`src/rtl/uart_tx_fifo_if.sv`:
```
// Write-side handshake bundle for the UART transmitter FIFO.
// The producer drives valid/data; the FIFO answers with ready.
interface uart_tx_fifo_if;
  logic       wr_valid;
  logic [7:0] wr_data;
  logic       wr_ready;

  modport master (output wr_valid, output wr_data, input wr_ready);
  modport slave  (input wr_valid, input wr_data, output wr_ready);
endinterface

```
`src/rtl/uart_tx_fifo.sv`:
```
// UART transmitter fed by a byte FIFO.
// Frame format is latched per frame, and optional CTS flow control gates frame starts.
module uart_tx_fifo #(
  parameter int   FIFO_DEPTH = 16,
  parameter int   DIV_W      = 16,
  localparam int  CNT_W      = $clog2(FIFO_DEPTH) + 1
) (
  input  logic              pclk,
  input  logic              preset_n,
  input  logic [DIV_W-1:0]  baud_div,
  input  logic [1:0]        data_bits,
  input  logic              parity_en,
  input  logic              parity_odd,
  input  logic              stop2,
  input  logic              tx_en,
  input  logic              cts_en,
  input  logic              cts_n,
  uart_tx_fifo_if.slave     wr,
  output logic              tx,
  output logic              busy,
  output logic [CNT_W-1:0]  fifo_count,
  output logic              fifo_empty,
  output logic              fifo_full,
  output logic              tx_done
);

  localparam int PTR_W = $clog2(FIFO_DEPTH);

  typedef enum logic [2:0] {
    IDLE   = 3'd0,
    START  = 3'd1,
    DATA   = 3'd2,
    PARITY = 3'd3,
    STOP   = 3'd4
  } state_t;

  function automatic logic [7:0] frame_mask(input logic [1:0] bits);
    logic [7:0] m;
    case (bits)
      2'b00:   m = 8'h1F;
      2'b01:   m = 8'h3F;
      2'b10:   m = 8'h7F;
      default: m = 8'hFF;
    endcase
    return m;
  endfunction

  function automatic logic parity_calc(input logic [7:0] d, input logic [1:0] bits,
                                       input logic odd);
    return (^(d & frame_mask(bits))) ^ odd;
  endfunction

  logic [7:0]       mem_r [FIFO_DEPTH];
  logic [PTR_W-1:0] wr_ptr_r;
  logic [PTR_W-1:0] rd_ptr_r;
  logic [CNT_W-1:0] count_r;

  state_t           state_r;
  logic [DIV_W-1:0] timer_r;
  logic [DIV_W-1:0] div_r;
  logic [1:0]       bits_r;
  logic             par_en_r;
  logic             par_r;
  logic             stop2_r;
  logic [2:0]       bit_idx_r;
  logic             stop_idx_r;
  logic [7:0]       shift_r;
  logic             tx_r;
  logic             busy_r;
  logic             tx_done_r;

  logic             full_s;
  logic             empty_s;
  logic             push_s;
  logic             pop_s;
  logic             start_ok_s;
  logic             bit_end_s;
  logic             frame_end_s;
  logic [2:0]       last_idx_s;
  logic [7:0]       head_s;

  assign full_s      = (count_r == CNT_W'(FIFO_DEPTH));
  assign empty_s     = (count_r == {CNT_W{1'b0}});
  assign start_ok_s  = !empty_s && tx_en && (!cts_en || !cts_n);
  assign bit_end_s   = (timer_r == div_r);
  assign frame_end_s = (state_r == STOP) && bit_end_s && (!stop2_r || stop_idx_r);
  // A pop only happens where a frame may start: from IDLE or straight out of STOP.
  assign pop_s       = start_ok_s && ((state_r == IDLE) || frame_end_s);
  assign push_s      = wr.wr_valid && !full_s;
  assign last_idx_s  = {1'b0, bits_r} + 3'd4;
  assign head_s      = mem_r[rd_ptr_r];

  assign wr.wr_ready = !full_s;
  assign fifo_full   = full_s;
  assign fifo_empty  = empty_s;
  assign fifo_count  = count_r;
  assign tx          = tx_r;
  assign busy        = busy_r;
  assign tx_done     = tx_done_r;

  // FIFO storage write port.
  always_ff @(posedge pclk) begin
    if (push_s) begin
      mem_r[wr_ptr_r] <= wr.wr_data;
    end
  end

  // FIFO pointers and occupancy; pointers wrap naturally at a power-of-two depth.
  always_ff @(posedge pclk or negedge preset_n) begin
    if (!preset_n) begin
      wr_ptr_r <= {PTR_W{1'b0}};
      rd_ptr_r <= {PTR_W{1'b0}};
      count_r  <= {CNT_W{1'b0}};
    end else begin
      if (push_s) begin
        wr_ptr_r <= wr_ptr_r + PTR_W'(1);
      end
      if (pop_s) begin
        rd_ptr_r <= rd_ptr_r + PTR_W'(1);
      end
      case ({push_s, pop_s})
        2'b10:   count_r <= count_r + CNT_W'(1);
        2'b01:   count_r <= count_r - CNT_W'(1);
        default: count_r <= count_r;
      endcase
    end
  end

  // Transmit FSM with bit timer; a frame load at the bottom overrides the case.
  always_ff @(posedge pclk or negedge preset_n) begin
    if (!preset_n) begin
      state_r    <= IDLE;
      timer_r    <= {DIV_W{1'b0}};
      div_r      <= {DIV_W{1'b0}};
      bits_r     <= 2'b00;
      par_en_r   <= 1'b0;
      par_r      <= 1'b0;
      stop2_r    <= 1'b0;
      bit_idx_r  <= 3'd0;
      stop_idx_r <= 1'b0;
      shift_r    <= 8'h00;
      tx_r       <= 1'b1;
      busy_r     <= 1'b0;
      tx_done_r  <= 1'b0;
    end else begin
      tx_done_r <= 1'b0;
      if (state_r != IDLE) begin
        timer_r <= bit_end_s ? {DIV_W{1'b0}} : timer_r + DIV_W'(1);
      end
      case (state_r)
        IDLE: begin
          timer_r <= {DIV_W{1'b0}};
          tx_r    <= 1'b1;
          busy_r  <= 1'b0;
        end
        START: begin
          if (bit_end_s) begin
            state_r <= DATA;
            tx_r    <= shift_r[0];
          end
        end
        DATA: begin
          if (bit_end_s) begin
            if (bit_idx_r == last_idx_s) begin
              state_r <= par_en_r ? PARITY : STOP;
              tx_r    <= par_en_r ? par_r : 1'b1;
            end else begin
              bit_idx_r <= bit_idx_r + 3'd1;
              shift_r   <= {1'b0, shift_r[7:1]};
              tx_r      <= shift_r[1];
            end
          end
        end
        PARITY: begin
          if (bit_end_s) begin
            state_r <= STOP;
            tx_r    <= 1'b1;
          end
        end
        STOP: begin
          if (frame_end_s) begin
            tx_done_r <= 1'b1;
            state_r   <= IDLE;
            busy_r    <= 1'b0;
            tx_r      <= 1'b1;
          end else if (bit_end_s) begin
            stop_idx_r <= 1'b1;
          end
        end
        default: begin
          state_r <= IDLE;
          tx_r    <= 1'b1;
          busy_r  <= 1'b0;
        end
      endcase
      if (pop_s) begin
        state_r    <= START;
        busy_r     <= 1'b1;
        tx_r       <= 1'b0;
        timer_r    <= {DIV_W{1'b0}};
        bit_idx_r  <= 3'd0;
        stop_idx_r <= 1'b0;
        shift_r    <= head_s;
        div_r      <= baud_div;
        bits_r     <= data_bits;
        par_en_r   <= parity_en;
        par_r      <= parity_calc(head_s, data_bits, parity_odd);
        stop2_r    <= stop2;
      end
    end
  end

endmodule

```
`src/flat_wrapper.sv`:
```
// flat-port wrapper written by rule: the top's interface ports become plain ports
module uart_tx_fifo_flat 
#(
  parameter int   FIFO_DEPTH = 16,
  parameter int   DIV_W      = 16,
  localparam int  CNT_W      = $clog2(FIFO_DEPTH) + 1
)
  (pclk, preset_n, baud_div, data_bits, parity_en, parity_odd, stop2, tx_en, cts_en, cts_n, tx, busy, fifo_count, fifo_empty, fifo_full, tx_done, wr_wr_valid, wr_wr_data, wr_wr_ready);
  uart_tx_fifo_if wr_i ();
  input  logic pclk;
  input  logic preset_n;
  input  logic [DIV_W-1:0] baud_div;
  input  logic [1:0] data_bits;
  input  logic parity_en;
  input  logic parity_odd;
  input  logic stop2;
  input  logic tx_en;
  input  logic cts_en;
  input  logic cts_n;
  output logic tx;
  output logic busy;
  output logic [CNT_W-1:0] fifo_count;
  output logic fifo_empty;
  output logic fifo_full;
  output logic tx_done;
  input wire logic [$bits(wr_i.wr_valid)-1:0] wr_wr_valid;
  input wire logic [$bits(wr_i.wr_data)-1:0] wr_wr_data;
  output wire logic [$bits(wr_i.wr_ready)-1:0] wr_wr_ready;
  assign wr_i.wr_valid = wr_wr_valid;
  assign wr_i.wr_data = wr_wr_data;
  assign wr_wr_ready = wr_i.wr_ready;
  uart_tx_fifo #(.FIFO_DEPTH(FIFO_DEPTH), .DIV_W(DIV_W)) u_core (.pclk(pclk), .preset_n(preset_n), .baud_div(baud_div), .data_bits(data_bits), .parity_en(parity_en), .parity_odd(parity_odd), .stop2(stop2), .tx_en(tx_en), .cts_en(cts_en), .cts_n(cts_n), .wr(wr_i), .tx(tx), .busy(busy), .fifo_count(fifo_count), .fifo_empty(fifo_empty), .fifo_full(fifo_full), .tx_done(tx_done));
endmodule
```
`config.mk`:
```
export PLATFORM = sky130hd
export DESIGN_NAME = uart_tx_fifo_flat
export DESIGN_NICKNAME = d
export VERILOG_FILES = /design/src/rtl/uart_tx_fifo_if.sv /design/src/rtl/uart_tx_fifo.sv /design/src/flat_wrapper.sv
export SDC_FILE = /design/constraint.sdc
export NUM_CORES = 1
export LEC_CHECK = 0
export CORE_MARGIN = 8
export CORE_UTILIZATION = 25
export CTS_BUF_LIST = sky130_fd_sc_hd__clkbuf_8
export CTS_CLUSTER_DIAMETER = 150
export DETAILED_ROUTE_END_ITERATION = 6
export PLACE_DENSITY = 0.45
export REMOVE_ABC_BUFFERS = 1
export SETUP_SLACK_MARGIN = 0.4
export SYNTH_ARGS = -nofsm -noshare
export SYNTH_HDL_FRONTEND = slang
export SYNTH_SLANG_ARGS = --single-unit
```
`constraint.sdc`:
```
create_clock -name pclk -period 4.5 [get_ports pclk]
set_input_delay 0.9 -clock pclk [delete_from_list [all_inputs] [get_ports pclk]]
set_output_delay 0.9 -clock pclk [all_outputs]
set_load 0.02 [all_outputs]
```
# [Word level (Yosys, flattened, before mapping)]
# Memory sizes are Yosys's and may differ from the RTL's.
# Index checks and enable logic that the tools add are counted.
[classes] n_addsub=7 eq_ne=20 reduce_logical=30 n_bitwise=2 muxes=41
[op_table] cell="16-bit 2-to-1 mux" n=4
[op_table] cell="8-bit 2-to-1 mux" n=5
[op_table] cell="3-bit 2-to-1 mux" n=11
[op_table] cell="8-bit case mux with 3 select lines" n=1
[op_table] cell="16-bit by 1-bit adder with 16-bit output (second input constant)" n=1
[op_table] cell="16-bit == test" n=1
[op_table] cell="1-bit 2-to-1 mux" n=16
[op_table] cell="3-bit by 1-bit inequality test with 1-bit output (second input constant)" n=5
[op_table] cell="3-bit case mux with 5 select lines" n=1
[op_table] cell="5-bit case mux with 2 select lines" n=1
[op_table] cell="4-bit by 1-bit adder with 4-bit output (second input constant)" n=2
[op_table] cell="8-bit bitwise AND" n=1
[op_table] cell="2-bit by 1-bit inequality test with 1-bit output (second input constant)" n=4
[op_table] cell="2-bit nonzero test" n=4
[op_table] cell="8-bit parity" n=1
[op_table] cell="3-bit by 2-bit == test with 1-bit output (second input constant)" n=2
[op_table] cell="1-bit logical AND" n=6
[op_table] cell="3-bit AND reduction" n=2
[op_table] cell="6-bit AND reduction" n=1
[op_table] cell="3-bit nonzero test" n=2
[op_table] cell="5-bit by 1-bit adder with 5-bit output (second input constant)" n=1
[op_table] cell="5-bit == test (second input constant)" n=1
[op_table] cell="1-bit logical NOT" n=5
[op_table] cell="5-bit logical NOT" n=1
[op_table] cell="17 further kinds" n=21
[word_totals] word_cells=117 ramBits=128 memories=1 reg_bits=68
[memory_table] memory="u_core.mem_r" words=16 word_bits=8 read_ports=1 rd_ports_with_merged_regs=0 wr=1 line_no="uart_tx_fifo.sv:53" rtl="logic [7:0] mem_r [FIFO_DEPTH];"

# [Depth between registers and ports, before layout]
# Gate-level depths: netlist (run 1).
[logic_depth] ltp_word=9 ltp_mapped=18

# [Least setup slack after synthesis (run 1)]
# No wires, ideal clock.
[synth_path] path_type="flip-flop to flip-flop" startpoint="register u_core.count_r[1], in the netlist u_core.fifo_count[1]" endpoint="register u_core.count_r[4], in the netlist u_core.fifo_count[4]" setup_slack_ns=0.747 arrival_ns=3.620 setup_ns=0.132 synth_period_minus_slack_ns=3.753 path_stages_with_launch=19 path_cell_list="dfrtp_1 -> clkbuf_1 -> nor4_1 -> nor2b_1 -> nand3b_1 -> nor2_1 -> and2_1 -> buf_2 -> buf_1 -> ha_1 -> clkbuf_1 -> xor2_1 -> ha_1 -> o21ai_0 -> a21oi_1 -> a21oi_1 -> xor2_1 -> nor2_1 -> xor2_1"
[synth_between] elab_chain_cells=7 elab_cells_between_ends=14 cone_classes="2 x add/sub; 3 x eq/ne; 1 x mux; 8 x reduce/logical"
[synth_lines] item="from (decl)" line_no="uart_tx_fifo.sv:56" rtl="logic [CNT_W-1:0] count_r;"
[synth_lines] item="from (signal assigned)" line_no="uart_tx_fifo.sv:113" rtl="count_r <= {CNT_W{1'b0}};"
[synth_lines] item="from (signal assigned)" line_no="uart_tx_fifo.sv:122" rtl="2'b10: count_r <= count_r + CNT_W'(1);"
[synth_lines] item="from (signal assigned)" line_no="uart_tx_fifo.sv:123" rtl="2'b01: count_r <= count_r - CNT_W'(1);"
[synth_lines] item="5-bit logical NOT (*)" line_no="uart_tx_fifo.sv:83" rtl="assign empty_s = (count_r == {CNT_W{1'b0}});"
[synth_lines] item="net fifo_empty" line_no="flat_wrapper.sv:23" rtl="output logic fifo_empty;"
[synth_lines] item="1-bit logical NOT (*)" line_no="uart_tx_fifo.sv:84" rtl="assign start_ok_s = !empty_s && tx_en && (!cts_en || !cts_n);"
[synth_lines] item="1-bit logical AND (*) (2 in a row)" line_no="uart_tx_fifo.sv:84"
[synth_lines] item="1-bit logical AND (*)" line_no="uart_tx_fifo.sv:88" rtl="assign pop_s = start_ok_s && ((state_r == IDLE) || frame_end_s);"
[synth_lines] item="net u_core.pop_s" line_no="uart_tx_fifo.sv:75" rtl="logic pop_s;"
[synth_lines] item="2-bit by 1-bit == test with 1-bit output / 2-bit == test (equally long branches)" line_no="uart_tx_fifo.sv:121" rtl="case ({push_s, pop_s})"
[synth_lines] item="5-bit case mux with 2 select lines / 2-bit nonzero test (equally long branches)"
# Mark *: on every way through the listed nets, which the timed path passes. The rest lies on a longest branch.
# A chain may end at the register's enable or synchronous reset.

# [Final worst setup path (run 1)]
[layout_path] startpoint="register u_core.timer_r[5]" endpoint="register u_core.count_r[4], in the netlist u_core.fifo_count[4]"
[layout_between] elab_chain_cells=7 elab_cells_between_ends=9 cone_classes="3 x eq/ne; 1 x mux; 5 x reduce/logical"
[layout_lines] item="from (decl)" line_no="uart_tx_fifo.sv:59" rtl="logic [DIV_W-1:0] timer_r;"
[layout_lines] item="from (signal assigned)" line_no="uart_tx_fifo.sv:133" rtl="timer_r <= {DIV_W{1'b0}};"
[layout_lines] item="from (signal assigned)" line_no="uart_tx_fifo.sv:148" rtl="timer_r <= bit_end_s ? {DIV_W{1'b0}} : timer_r + DIV_W'(1);"
[layout_lines] item="from (signal assigned)" line_no="uart_tx_fifo.sv:152" rtl="timer_r <= {DIV_W{1'b0}};"
[layout_lines] item="16-bit == test (*)" line_no="uart_tx_fifo.sv:85" rtl="assign bit_end_s = (timer_r == div_r);"
[layout_lines] item="1-bit logical AND (*) (2 in a row)" line_no="uart_tx_fifo.sv:86" rtl="assign frame_end_s = (state_r == STOP) && bit_end_s && (!stop2_r || stop_idx_r);"
[layout_lines] item="1-bit logical OR (*)" line_no="uart_tx_fifo.sv:88"
[layout_lines] item="1-bit logical AND (*)" line_no="uart_tx_fifo.sv:88"
[layout_lines] item="2-bit by 1-bit == test with 1-bit output / 2-bit == test (equally long branches)" line_no="uart_tx_fifo.sv:121"
[layout_lines] item="5-bit case mux with 2 select lines / 2-bit nonzero test (equally long branches)"
[layout_lines] item="to (signal assigned)" line_no="uart_tx_fifo.sv:122"
[layout_lines] item="to (signal assigned)" line_no="uart_tx_fifo.sv:123"
[layout_lines] item="to (signal assigned)" line_no="uart_tx_fifo.sv:124" rtl="default: count_r <= count_r;"
# Every way passes the cells marked *; elsewhere a longest branch is shown, timed or not.

==> results of run 1 <==
[registers in the layout, summed over array words and instances, names as in the netlist, 2 cells and up]
register,cells
u_core.mem_r,128
u_core.div_r,16
u_core.timer_r,16
u_core.shift_r,8
u_core.fifo_count,5
u_core.rd_ptr_r,4
u_core.wr_ptr_r,4
u_core.bit_idx_r,3
u_core.state_r,3
u_core.bits_r,2
[how the worst max path moves through the flow]
stage                      startpoint                   end  slack [ps]  cells past startpoint
detailed placement  u_core.timer_r[5]  u_core.fifo_count[4]         970                     14
global placement    u_core.timer_r[5]  u_core.fifo_count[4]        1070                     14
global route        u_core.timer_r[9]  u_core.fifo_count[4]         600                     15
floorplan           u_core.timer_r[9]  u_core.fifo_count[4]         490                     15
finish              u_core.timer_r[5]  u_core.fifo_count[4]         960                     15
CTS                 u_core.timer_r[5]  u_core.fifo_count[4]         970                     14
[Yosys cell counts, types with 2 or more instances]
cell type | count | area share (%)
o22a_1 | 2 | 0.21
buf_2 | 8 | 0.47
nor2b_1 | 2 | 0.15
nand4_1 | 2 | 0.15
clkbuf_1 | 13 | 0.57
xor2_1 | 35 | 3.6
a22oi_1 | 7 | 0.62
a31oi_1 | 3 | 0.22
a21oi_1 | 8 | 0.47
o22ai_1 | 2 | 0.15
mux4_1 | 3 | 0.93
buf_6 | 4 | 0.53
xnor3_1 | 2 | 0.53
nand2_1 | 40 | 1.8
a22oi_2 | 2 | 0.29
nand2b_1 | 4 | 0.29
nand2_2 | 2 | 0.15
nor4_1 | 5 | 0.37
nand3_1 | 11 | 0.65
mux2_2 | 24 | 3.2
mux2i_1 | 38 | 4.5
xnor2_1 | 15 | 1.5
and2_1 | 3 | 0.22
edfxtp_1 | 128 | 45
nor2_1 | 44 | 1.9
buf_1 | 2 | 0.088
ha_1 | 11 | 1.6
a221oi_1 | 14 | 1.4
o21ai_0 | 21 | 1.2
nor3_1 | 6 | 0.35
a221oi_2 | 2 | 0.35
dfrtp_1 | 67 | 20
inv_1 | 14 | 0.62
mux4_2 | 13 | 3.4
buf_12 | 2 | 0.47
and3_1 | 5 | 0.37
o21ai_1 | 2 | 0.12
o31ai_1 | 2 | 0.18
[metrics by stage]
step	area, µm²	util [%]	power, µW	hold WS, ps	setup WS, ps
3_3_place_gp	9420	28.09	4684	504.8	1066
4_1_cts	9804	29.24	5847	526.7	965.4
3_5_place_dp	9420	28.09	4711	504.2	967.3
5_1_grt	9804	29.24	6113	555.0	604.0
6_report	9804	29.24	5754	518.6	963.6
2_1_floorplan	8327	-	4027	476.4	493.2
[worst reg2reg max path, delay by kind of cell, from the launching register on]
kind	cells	cell delay (ps)
adder cells (fa/ha/maj)	2	550
AND/OR/NAND/NOR	6	1360
flip-flops	1	460
XOR/XNOR	4	610
AO/OA/AOI/OAI	3	460
[cell families after synthesis]
group / after synthesis
flip-flops: 196
AND/OR/NAND/NOR: 128
multiplexers: 79
AO/OA/AOI/OAI: 69
XOR/XNOR: 53
buffers and inverters: 43
adder cells (fa/ha/maj): 11
[cell type report]
type	instances	area, µm²
multi-input cells	340	2729
repair buffers	56	530.5
inverters	14	52.55
clock buffers	17	234.0
well taps	448	560.5
flip-flops and latches	196	5548
clock inverters	15	150.1
fillers	3426	23730
[metal layers]
layer	vias to the layer above	GRT usage, %	part of all wire [%]
met2	66	14.49	47
met1	2393	11.92	49
met3	10	2.437	3.1
li1	2237	-	-
met5	-	0	0
met4	0	1.971	0.88
[where the power goes]
part | total, µW | internal (µW) | switching [µW]
Clock | 1120 | 456 | 667
Combinational | 2090 | 1010 | 1080
Sequential | 2540 | 2260 | 277
Total | 5750 | 3720 | 2030
==> reports/metrics.csv, run 1 <==
metric,value,unit
status,completed,
Layout area overhead,15.24,%
Die ar.,40190,µm²
Final min period,3536,ps
hold path cells,1,
main combinational cell family by area after synthesis,multiplexers,
via count,4706,
die width,200.5,µm
clock slew at reported path FFs,100,ps
Buf/Inv on CP,0,
"most common cell after layout, fill and taps aside",edfxtp_1,
I/O pin count,46,
clk_lat worst skew,470,ps
Inst Count DP,1054,
Adder-Cell Fraction of Synth Area,1.618,%
FF-to-FF Start,u_core.timer_r[5],
Compound-Gate Fraction of Synth Area,5.662,%
core area,33530,µm²
post-DR vias/cell,4.333,
CP top delay family,simple AND/OR/NAND/NOR gates,
"most used cell, CP",xor2_1,
nets,671,
FF-to-FF End,u_core.fifo_count[4],
Final Hold Fails,0,
Critical Path Sink Type,register,
max-slew violations,0,
mux contribution to synthesized area,12.19,%
"Arr. time, crit path",3900,ps
Worst Tran Pin Value,1097,ps
Rows,67,
worst-case reg-to-reg path depth,15,
GR Overflow Total,0,
top_reg_cell synth,edfxtp_1,
CTS tree,built,
port bufs,45,
worst setup path category,reg2reg,
class of the worst hold path,reg2reg,
drt first pass iters,4,
slew margin rel.,26.38,%
number of global-route vias before repair,4961,
DRC Markers,0,
Synth Area per Inst,14.69,µm²
share of cells above drive strength 1,14.42,%
number of buffers created by CTS,17,
Synth Area in Simple Gates,6.721,%
Final setup viols,0,
# resized after CTS,0,
Post-Syn Instances,579,
CTS Hold Buffers Added,0,
Post-synth EDFFs,128,
max_cap viols,0,
VDD IR max,0.0002509,V
kind of start point of the critical path,register,
Async SR Flop Fraction,34.69,%
Post-Synthesis Cell Area,8508,µm²
pwr/cell area,586.8,nW/µm²
#FFs+latches synth,196,
Initial Util,25.37,%
"Max FO, Critical Path",8,
post-synthesis cell type count,49,
slowest CP cell,dfrtp_1,
RSZ-0062 raised after global routing,no,
most frequent cells in the layout,"edfxtp_1 (128), dfrtp_1 (66), nor2_1 (44), clkdlybuf4s50_1 (44), nand2_1 (40)",
crit path cell chain,xor2_1 -> nor4_1 -> nand4_1 -> nand2b_1 -> nand2_1 -> and2_2 -> ha_1 -> xor2_1 -> ha_1 -> o21ai_0 -> a21oi_1 -> a21oi_1 -> xor2_1 -> nor2_1 -> xor2_1,
clock sink count,196,
post-CTS setup buffer count,0,
fin crit share,78.59,%
Worst Path Required,4860,ps
FMAX,0.2828,GHz
Lkg Pwr,0.003595,µW
initial antenna violation count,0,
total track usage,8.983,%
register area share after synthesis,65.19,%
Max Root-Sink Buffers,2,
gpl congestion,0.7424,
Worst Skew,14.73,ps
final non-filler cell total,1086,
dpl hpwl,12320,µm
H-Tree Depth,4,
CP max stage delay,460,ps
Antenna Cells,0,
Wirelength per Cell,16.36,µm
Reg2Reg Setup Slack,960,ps
Die H,200.5,µm
Final ANT Viol Nets,0,
first-pass GRT wire length,28640,µm
root buf cell,clkbuf_8,
hold wc startpoint,u_core.par_r,
worst hold endpoint,u_core.par_r,
final WL,17770,µm
Initial DRC Count,200,
largest net degree at the start of global routing,69,
Yosys warnings,0,
Post-Synth XOR/XNOR Area,5.868,%
TNS Setup,0,ps
Note: power is estimated with default switching activity, not from simulation.
==> inputs of run 2 (changes only) <==
PLACE_DENSITY = 0.46   (was 0.45)
clock period = 3.2 ns   (was 4.5 ns; I/O delays follow)
==> reports/metrics.csv, run 2 (same netlist as run 1, synthesis figures left out) <==
metric,value,unit
first-pass GRT wire length,28610,µm
"Max FO, Critical Path",5,
slowest CP cell,dfrtp_2,
root buf cell,clkbuf_8,
Final setup viols,0,
VDD IR max,0.0004050,V
pwr/cell area,825.5,nW/µm²
class of the worst hold path,in2async,
worst setup path category,reg2reg,
clock slew at reported path FFs,90,ps
Layout area overhead,21.53,%
number of buffers created by CTS,17,
multi-input logic area,2872,µm²
status,completed,
drt first pass iters,4,
final WL,18280,µm
Final ANT Viol Nets,0,
number of global-route vias before repair,5026,
Rows,67,
DRC Markers,0,
total track usage,9.015,%
Top reg by flops,u_core.mem_r,
I/O pin count,46,
Top Registers,"u_core.mem_r x128, u_core.div_r x16, u_core.timer_r x16",
Worst Skew,12.88,ps
RSZ-0062 raised after global routing,yes,
placed instance area,9620,µm²
Lkg Pwr,0.003890,µW
port bufs,45,
CTS Hold Buffers Added,0,
max FFs per register,128,
Post-Layout Inst Area,10340,µm²
GR Overflow Total,0,
fin crit share,86.72,%
share of cells above drive strength 1,24.67,%
nets,718,
via count,4792,
CP max stage delay,460,ps
Worst Path Required,3580,ps
max-slew violations,0,
CTS tree,built,
clock sink count,196,
TNS Setup,0,ps
"most used cell, CP",xor2_1,
die width,200.5,µm
gpl congestion,0.7707,
slew margin rel.,23.77,%
Initial DRC Count,228,
Worst Tran Pin Value,1136,ps
overall power,8536,µW
core area,33530,µm²
Wirelength per Cell,16.13,µm
Antenna Cells,0,
most frequent cells in the layout,"edfxtp_1 (128), dfrtp_1 (63), buf_4 (53)",
FF-to-FF End,u_core.fifo_count[4],
Die ar.,40190,µm²
largest net degree at the start of global routing,69,
register area,5552,µm²
Initial Util,25.37,%
Critical Path Sink Type,register,
Max Root-Sink Buffers,2,
kind of start point of the critical path,register,
max_cap viols,0,
"most common cell after layout, fill and taps aside",edfxtp_1,
dpl hpwl,12430,µm
Final min period,2775,ps
clk_lat worst skew,460,ps
FMAX,0.3603,GHz
H-Tree Depth,4,
Final Hold Fails,0,
initial antenna violation count,0,
Die H,200.5,µm
FF-to-FF Start,u_core.timer_r[2],
worst-case reg-to-reg path depth,15,
post-DR vias/cell,4.229,
crit path cell chain,xor2_1 -> nor4_1 -> nand4_1 -> nand2b_4 -> nand2_2 -> and2_4 -> ha_4 -> xor2_1 -> ha_2 -> o21ai_1 -> a21oi_1 -> a21oi_1 -> xor2_1 -> nor2_1 -> xor2_1,
Reg2Reg Setup Slack,420,ps
"Arr. time, crit path",3160,ps
Fillers,3382,
-- run 2: cell count changes in the layout (fill, tap and decap cells not counted), sizes merged --
cell           previous run  this run
clkinvlp                  1         2
dlygate4sd2               0         1
clkbuf                   17        19
dlymetal6s2s              0         1
buf                      12        58
clkdlybuf4s50            44        42
clkinv                    6         4
-- run 2: where the power goes --
group	switching [µW]	internal [µW]
Combinational	1770	1750
Sequential	305	3180
Clock	883	646
-- run 2: final cells by class --
type / count / area share [%]
multi-input combinational: 340 / 27.77
timing repair buffer: 103 / 8.991
clock inverter: 14 / 1.222
sequential: 196 / 53.69
clock buffer: 18 / 2.396
inverter: 14 / 0.5082
tap: 448 / 5.421
-- run 2: worst max-delay path by stage --
stage / from / endpoint / slack (ps)
3_5_place_dp: cts_en / u_core.fifo_count[4] / 120
5_1_grt: u_core.div_r[1] / u_core.fifo_count[4] / 250
2_1_floorplan: u_core.timer_r[9] / u_core.fifo_count[4] / -810
6_report: u_core.timer_r[2] / u_core.fifo_count[4] / 420
4_1_cts: u_core.div_r[1] / u_core.fifo_count[4] / 370
3_3_place_gp: cts_en / u_core.fifo_count[4] / 110
-- run 2: worst max-delay path: cells and delay by family (launching register included) --
family                     cells  cell delay [ps]
AOI/OAI and AO/OA              3              290
xor gates and xnor gates       4              580
DFF                            1              460
adders and majority gates      2              340
and+or+nand+nor                6             1010
-- run 2: layer usage --
metal | track usage [%] | wire length, µm | share of wire [%] | vias up
li1 | - | - | - | 2319
met1 | 11.98 | 8994 | 49 | 2414
met2 | 14.75 | 8730 | 48 | 53
met3 | 2.259 | 451 | 2.5 | 6
met4 | 1.813 | 98 | 0.54 | 0
met5 | 0 | 0 | 0 | -
-- run 2: repair_timing --
item,4_1_cts,5_1_grt
pin swaps,7,15
gates resized for setup,23,23
setup buffers,9,12
endpoints found under the setup margin,8,4
hold endpoints to repair,0,0
gates cloned,0,1
-- run 2: through the flow --
step | util, % | hold slack, ps | instances | worst slack (ps)
3_5_place_dp | 28.69 | 506.0 | 1079 | 117.5
6_report | 30.84 | 302.9 | 1133 | 424.9
5_1_grt | 30.84 | 364.3 | 1133 | 247.5
4_1_cts | 30.20 | 334.9 | 1120 | 372.0
3_3_place_gp | 28.69 | 477.4 | 1079 | 110.8
2_1_floorplan | - | 344.4 | 550 | -806.8
